### src/rtl/bus_arbiter_pkg.sv
// Shared types for the IF/MEM bus arbiter: FSM encoding, grant owner, and
// the fixed byte-enable used for instruction fetches.
package bus_arbiter_pkg;

  typedef enum logic [1:0] {
    ARB_IDLE  = 2'd0,
    ARB_DBUSY = 2'd1,
    ARB_IBUSY = 2'd2,
    ARB_IDROP = 2'd3
  } arb_state_t;

  typedef enum logic {
    GRANT_I = 1'b0,
    GRANT_D = 1'b1
  } grant_t;

  localparam logic [3:0] SEL_WORD = 4'hF;

  function automatic logic is_busy(input arb_state_t s);
    return s != ARB_IDLE;
  endfunction

endpackage

### src/rtl/bus_arbiter_watchdog.sv
// Busy-cycle watchdog: pulses timeout in the TIMEOUT_CYC-th busy cycle after
// a grant when no bus ack arrives in that cycle.
module bus_watchdog #(
  parameter int TIMEOUT_CYC = 255
) (
  input  logic clk,
  input  logic rst,
  input  logic clear,
  input  logic busy,
  input  logic ack,
  output logic timeout
);

  localparam int CNT_W = $clog2(TIMEOUT_CYC + 1);
  localparam logic [CNT_W-1:0] LAST = CNT_W'(TIMEOUT_CYC - 1);

  logic [CNT_W-1:0] cnt;

  // Saturates at LAST so a stuck count cannot wrap before the next grant clears it.
  always_ff @(posedge clk) begin
    if (rst || clear) begin
      cnt <= '0;
    end else if (busy && cnt != LAST) begin
      cnt <= cnt + CNT_W'(1);
    end
  end

  assign timeout = busy & ~ack & (cnt == LAST);

endmodule

### src/rtl/bus_arbiter.sv
// Arbitrates one variable-latency memory bus between instruction fetch and
// data access; data wins ties unless it won the previous grant.
module bus_arbiter
  import bus_arbiter_pkg::*;
#(
  parameter int ADDR_W      = 32,
  parameter int DATA_W      = 32,
  parameter int TIMEOUT_CYC = 255
) (
  input  logic              clk,
  input  logic              rst,
  input  logic              if_req_i,
  input  logic [ADDR_W-1:0] if_addr_i,
  output logic [DATA_W-1:0] if_data_o,
  output logic              if_ack_o,
  input  logic              dm_req_i,
  input  logic              dm_we_i,
  input  logic [3:0]        dm_sel_i,
  input  logic [ADDR_W-1:0] dm_addr_i,
  input  logic [DATA_W-1:0] dm_wdata_i,
  output logic [DATA_W-1:0] dm_rdata_o,
  output logic              dm_ack_o,
  input  logic              flush_i,
  output logic              stallreq_if_o,
  output logic              stallreq_mem_o,
  output logic              bus_cyc_o,
  output logic              bus_we_o,
  output logic [3:0]        bus_sel_o,
  output logic [ADDR_W-1:0] bus_addr_o,
  output logic [DATA_W-1:0] bus_wdata_o,
  input  logic [DATA_W-1:0] bus_rdata_i,
  input  logic              bus_ack_i,
  output logic              bus_err_o
);

  arb_state_t        state, state_d;
  grant_t            last_grant;
  logic              grant_d, grant_i;
  logic              d_req, i_req;
  logic              timeout, done;
  logic              if_ack_d, dm_ack_d;
  logic [DATA_W-1:0] if_data_d, dm_rdata_d;

  // A requester whose ack is on the outputs this cycle still holds a stale level.
  assign d_req = dm_req_i & ~dm_ack_o;
  assign i_req = if_req_i & ~if_ack_o & ~flush_i;
  assign done  = bus_ack_i | timeout;

  bus_watchdog #(.TIMEOUT_CYC(TIMEOUT_CYC)) u_watchdog (
    .clk     (clk),
    .rst     (rst),
    .clear   (grant_d | grant_i),
    .busy    (is_busy(state)),
    .ack     (bus_ack_i),
    .timeout (timeout)
  );

  always_ff @(posedge clk) begin
    if (rst) begin
      state      <= ARB_IDLE;
      last_grant <= GRANT_D;
    end else begin
      state <= state_d;
      if (grant_d) begin
        last_grant <= GRANT_D;
      end else if (grant_i) begin
        last_grant <= GRANT_I;
      end
    end
  end

  always_comb begin
    state_d = state;
    grant_d = 1'b0;
    grant_i = 1'b0;
    case (state)
      ARB_IDLE: begin
        if (d_req && (!i_req || last_grant == GRANT_I)) begin
          state_d = ARB_DBUSY;
          grant_d = 1'b1;
        end else if (i_req) begin
          state_d = ARB_IBUSY;
          grant_i = 1'b1;
        end
      end
      ARB_DBUSY: if (done) state_d = ARB_IDLE;
      ARB_IBUSY: begin
        if (done) begin
          state_d = ARB_IDLE;
        end else if (flush_i) begin
          state_d = ARB_IDROP;
        end
      end
      ARB_IDROP: if (done) state_d = ARB_IDLE;
      default:   state_d = ARB_IDLE;
    endcase
  end

  // Aborted transactions still complete to the requester, with zero data.
  always_comb begin
    bus_cyc_o      = is_busy(state);
    stallreq_mem_o = ~rst & dm_req_i & ~dm_ack_o;
    stallreq_if_o  = ~rst & if_req_i & ~if_ack_o;
    dm_ack_d       = (state == ARB_DBUSY) & done;
    if_ack_d       = (state == ARB_IBUSY) & done & ~flush_i;
    dm_rdata_d     = (dm_ack_d && bus_ack_i && !bus_we_o) ? bus_rdata_i : '0;
    if_data_d      = (if_ack_d && bus_ack_i) ? bus_rdata_i : '0;
  end

  always_ff @(posedge clk) begin
    if (rst) begin
      if_ack_o    <= 1'b0;
      dm_ack_o    <= 1'b0;
      if_data_o   <= '0;
      dm_rdata_o  <= '0;
      bus_err_o   <= 1'b0;
      bus_we_o    <= 1'b0;
      bus_sel_o   <= '0;
      bus_addr_o  <= '0;
      bus_wdata_o <= '0;
    end else begin
      if_ack_o   <= if_ack_d;
      dm_ack_o   <= dm_ack_d;
      if_data_o  <= if_data_d;
      dm_rdata_o <= dm_rdata_d;
      bus_err_o  <= bus_err_o | timeout;
      if (grant_d) begin
        bus_we_o    <= dm_we_i;
        bus_sel_o   <= dm_sel_i;
        bus_addr_o  <= dm_addr_i;
        bus_wdata_o <= dm_wdata_i;
      end else if (grant_i) begin
        bus_we_o    <= 1'b0;
        bus_sel_o   <= SEL_WORD;
        bus_addr_o  <= if_addr_i;
        bus_wdata_o <= '0;
      end
    end
  end

endmodule

### config.mk
export PLATFORM = sky130hd
export DESIGN_NAME = bus_arbiter
export DESIGN_NICKNAME = d
export VERILOG_FILES = /design/src/rtl/bus_arbiter_pkg.sv /design/src/rtl/bus_arbiter_watchdog.sv /design/src/rtl/bus_arbiter.sv
export SDC_FILE = /design/constraint.sdc
export NUM_CORES = 1
export LEC_CHECK = 0
export ABC_AREA = 1
export ABC_CLOCK_PERIOD_IN_PS = 1600
export BUFFER_PORTS_ARGS = -buffer_cell sky130_fd_sc_hd__buf_2
export CAP_MARGIN = 20
export CORE_MARGIN = 5
export CORE_UTILIZATION = 44
export CTS_CLUSTER_DIAMETER = 150
export DETAILED_ROUTE_END_ITERATION = 8
export PLACE_DENSITY = 0.79
export SYNTH_ARGS = -nofsm -noshare
export SYNTH_HDL_FRONTEND = slang
export SYNTH_SLANG_ARGS = --single-unit
### constraint.sdc
create_clock -name clk -period 1.6 [get_ports clk]
set_input_delay 0.16 -clock clk [delete_from_list [all_inputs] [get_ports clk]]
set_output_delay 0.16 -clock clk [all_outputs]
set_load 0.01 [all_outputs]
==> out/results.txt <==
Placement Setup Slack = 114.0 ps
Initial DRC count = 460
CP endpoint kind = output pin
Number of global-route vias before repair = 5,756
Commonest non-fill, non-tap cell in the layout = buf_2
Yosys reg bits = 147
Worst-path clk slew = 60 ps
CP Class = flop to output pin
Die X = 118.6 um
Worst Path Arrival = 1360 ps
Fmax = 0.6594 GHz
TritonCTS clock tree = built
Cell area power density = 1344 nW/um^2
Filler instances = 759
Gate Count Post-Synth = 640
Worst hold slack = 22.18 ps
Distinct cells, synth = 28
Final core utilization = 72.33%
Cell area after synthesis = 5186 um^2
Vias = 5,722
Die height = 118.6 um
Antenna Nets Post-Route = 0
Post-DR wirelength/cell = 16.15 um
Design area = 8294 um^2
Clock buffer depth = 2
Fin crit share = 94.78%
Layout cells sized above 1 = 33.27%
DP HPWL = 11,550 um
Final setup TNS = 0 ps
# rows = 39
Synth Area in Adders = 0.4825%
Part of the Yosys area used for sequential elements = 56.74%
Post-route DRC = 0
Multiplexer area fraction after synthesis = 0%
Largest family of logic cells by synthesized area = simple AND/OR/NAND/NOR gates
Required @ worst endpoint = 1440 ps
Xor/xnor share of the synthesized area = 0.5066%
Gr usage total = 26.10%
Synth Area in Compound Gates = 7.720%
Final Power = 11.15 mW
Inst Count DP = 1,042
Peak supply drop = 1.113 mV
Max-cap violations = 0
Crit path time final = 1517 ps
Synth Area in Simple Gates = 24.32%
P&R area growth vs syn = 59.93%
# nets final = 1,165
Die area = 14,060 um^2
Worst min path class = input port to flop
Routed wire length = 19,110 um
Area of placed instances = 6685 um^2
Worst-Skew Late Latency = 420 ps
Post-Syn Nets = 781
Mean post-synth cell area = 8.103 um^2
LEAKAGE = 4.655 nW
Drt pass-1 iters = 5
Synthesis warning total = 0
Final Skew = 7.471 ps
Slew Limit Headroom = 72.60%
Final Hold Vio Count = 0
Gr ovfl total = 0
Most frequent cells in the layout = buf_2, nand2_1, dfxtp_1, dlygate4sd3_1, nor2_1
Status = finished, final reports clean
# clock sinks = 147
Antenna violations before repair = 3
Port Buf Inserts = 277
Max FO, Critical Path = 6
Number of CTS-inserted buffers = 17
# H-tree levels = 4
# setup viols final = 0
Routability congestion estimate = 0.8924
Worst-margin pin slew = 410.1 ps
Starting Density = 45.23%
CP startpoint kind = flop
Largest net degree at the start of global routing = 42
Pins Over Slew Limit = 0
First-pass GRT wire length = 29,460 um
Via density = 4.837
Final Worst Setup Slack = 83.49 ps
CTS root buffer = clkbuf_16
Fin cells = 1,183
Core area = 11,470 um^2
IO Pins = 278
==> synthesized netlist by cell type <==
cell type,number,area (um^2)
xor2_1,3,26.28
nand3_4,1,17.52
o21ai_0,26,130.1
nand2_4,2,22.52
nand4_1,3,18.77
inv_1,77,289.0
buf_2,16,80.08
nor2_8,1,20.02
nor3_2,1,10.01
o21ai_1,45,225.2
buf_1,2,7.510
a211oi_1,1,7.510
inv_2,6,22.52
nor2_2,1,6.260
nor2_4,3,33.78
o211ai_1,1,7.510
nor2_1,83,311.6
a21oi_1,6,30.03
nand2_2,2,12.51
or2_2,1,6.260
ha_1,2,25.02
buf_4,1,7.510
nand3b_1,1,7.510
nand3_1,42,210.2
nand2_1,153,574.3
dfxtp_1,147,2943
nor3_1,2,10.01
buf_6,11,123.9
==> registers in the layout (all words and copies together), names as in the netlist, 2 cells and up <==
register        flops
bus_addr_o         32
bus_wdata_o        32
dm_rdata_o         32
if_data_o          32
u_watchdog.cnt      8
bus_sel_o           4
state               2
==> power by group <==
group          internal, mW  switching [mW]  leakage, nW  total [mW]
clock network          2.03            1.64        0.259        3.67
logic                  1.24            1.79         3.20        3.02
registers              4.18           0.273         1.20        4.46
total                  7.45            3.70         4.65        11.1
==> metal layers <==
metal	up-vias	global-route usage [%]	wire length, um
met4	0	15.10	894
met5	-	0	0
met1	2580	27.93	7176
li1	2755	-	-
met3	72	7.736	1430
met2	315	45.45	9603
==> worst max-delay path, cell delays in order, from the launching register on <==
cell and delay (ps):
dfxtp_2 350, nor2_4 200, buf_4 160, inv_1 70, buf_2 150
==> timing repair <==
| action | in CTS | in global routing |
|---|---|---|
| endpoints found under the hold margin | 131 | 0 |
| hold buffers | 100 | 0 |
| gates resized for setup | 0 | 4 |
| setup buffers | 0 | 5 |
| setup endpoints to repair | 0 | 17 |
==> path summary, 6_finish.rpt <==
path,start,endpoint,slack (ps),depth (start not counted)
min reg2reg,bus_addr_o[7]$_SDFFE_PP0P_,bus_addr_o[7]$_SDFFE_PP0P_,450,2
min,dm_sel_i[2],bus_sel_o[2]$_SDFFE_PP0P_,20,3
max,state[0]$_SDFFE_PP0P_,bus_cyc_o,80,4
max reg2reg,dm_ack_o$_SDFF_PP0_,bus_addr_o[29]$_SDFFE_PP0P_,100,9
==> logic make-up after synthesis <==
group | Yosys count
simple gates | 296
xor+xnor | 3
flops | 147
buf+inv | 113
compound gates | 79
fa+ha+maj | 2
==> cell type report <==
| class | instances | area [um^2] | share of cell area [%] |
|---|---|---|---|
| clock buffers | 18 | 429.2 | 5.174 |
| flip-flops and latches | 147 | 2944 | 35.50 |
| diodes | 3 | 7.507 | 0.09051 |
| well taps | 143 | 178.9 | 2.157 |
| inverters | 83 | 314.1 | 3.786 |
| multi-input cells | 381 | 1724 | 20.79 |
| clock inverters | 14 | 118.9 | 1.433 |
| repair buffers | 394 | 2577 | 31.08 |
Power figures use the tool's default switching activity.
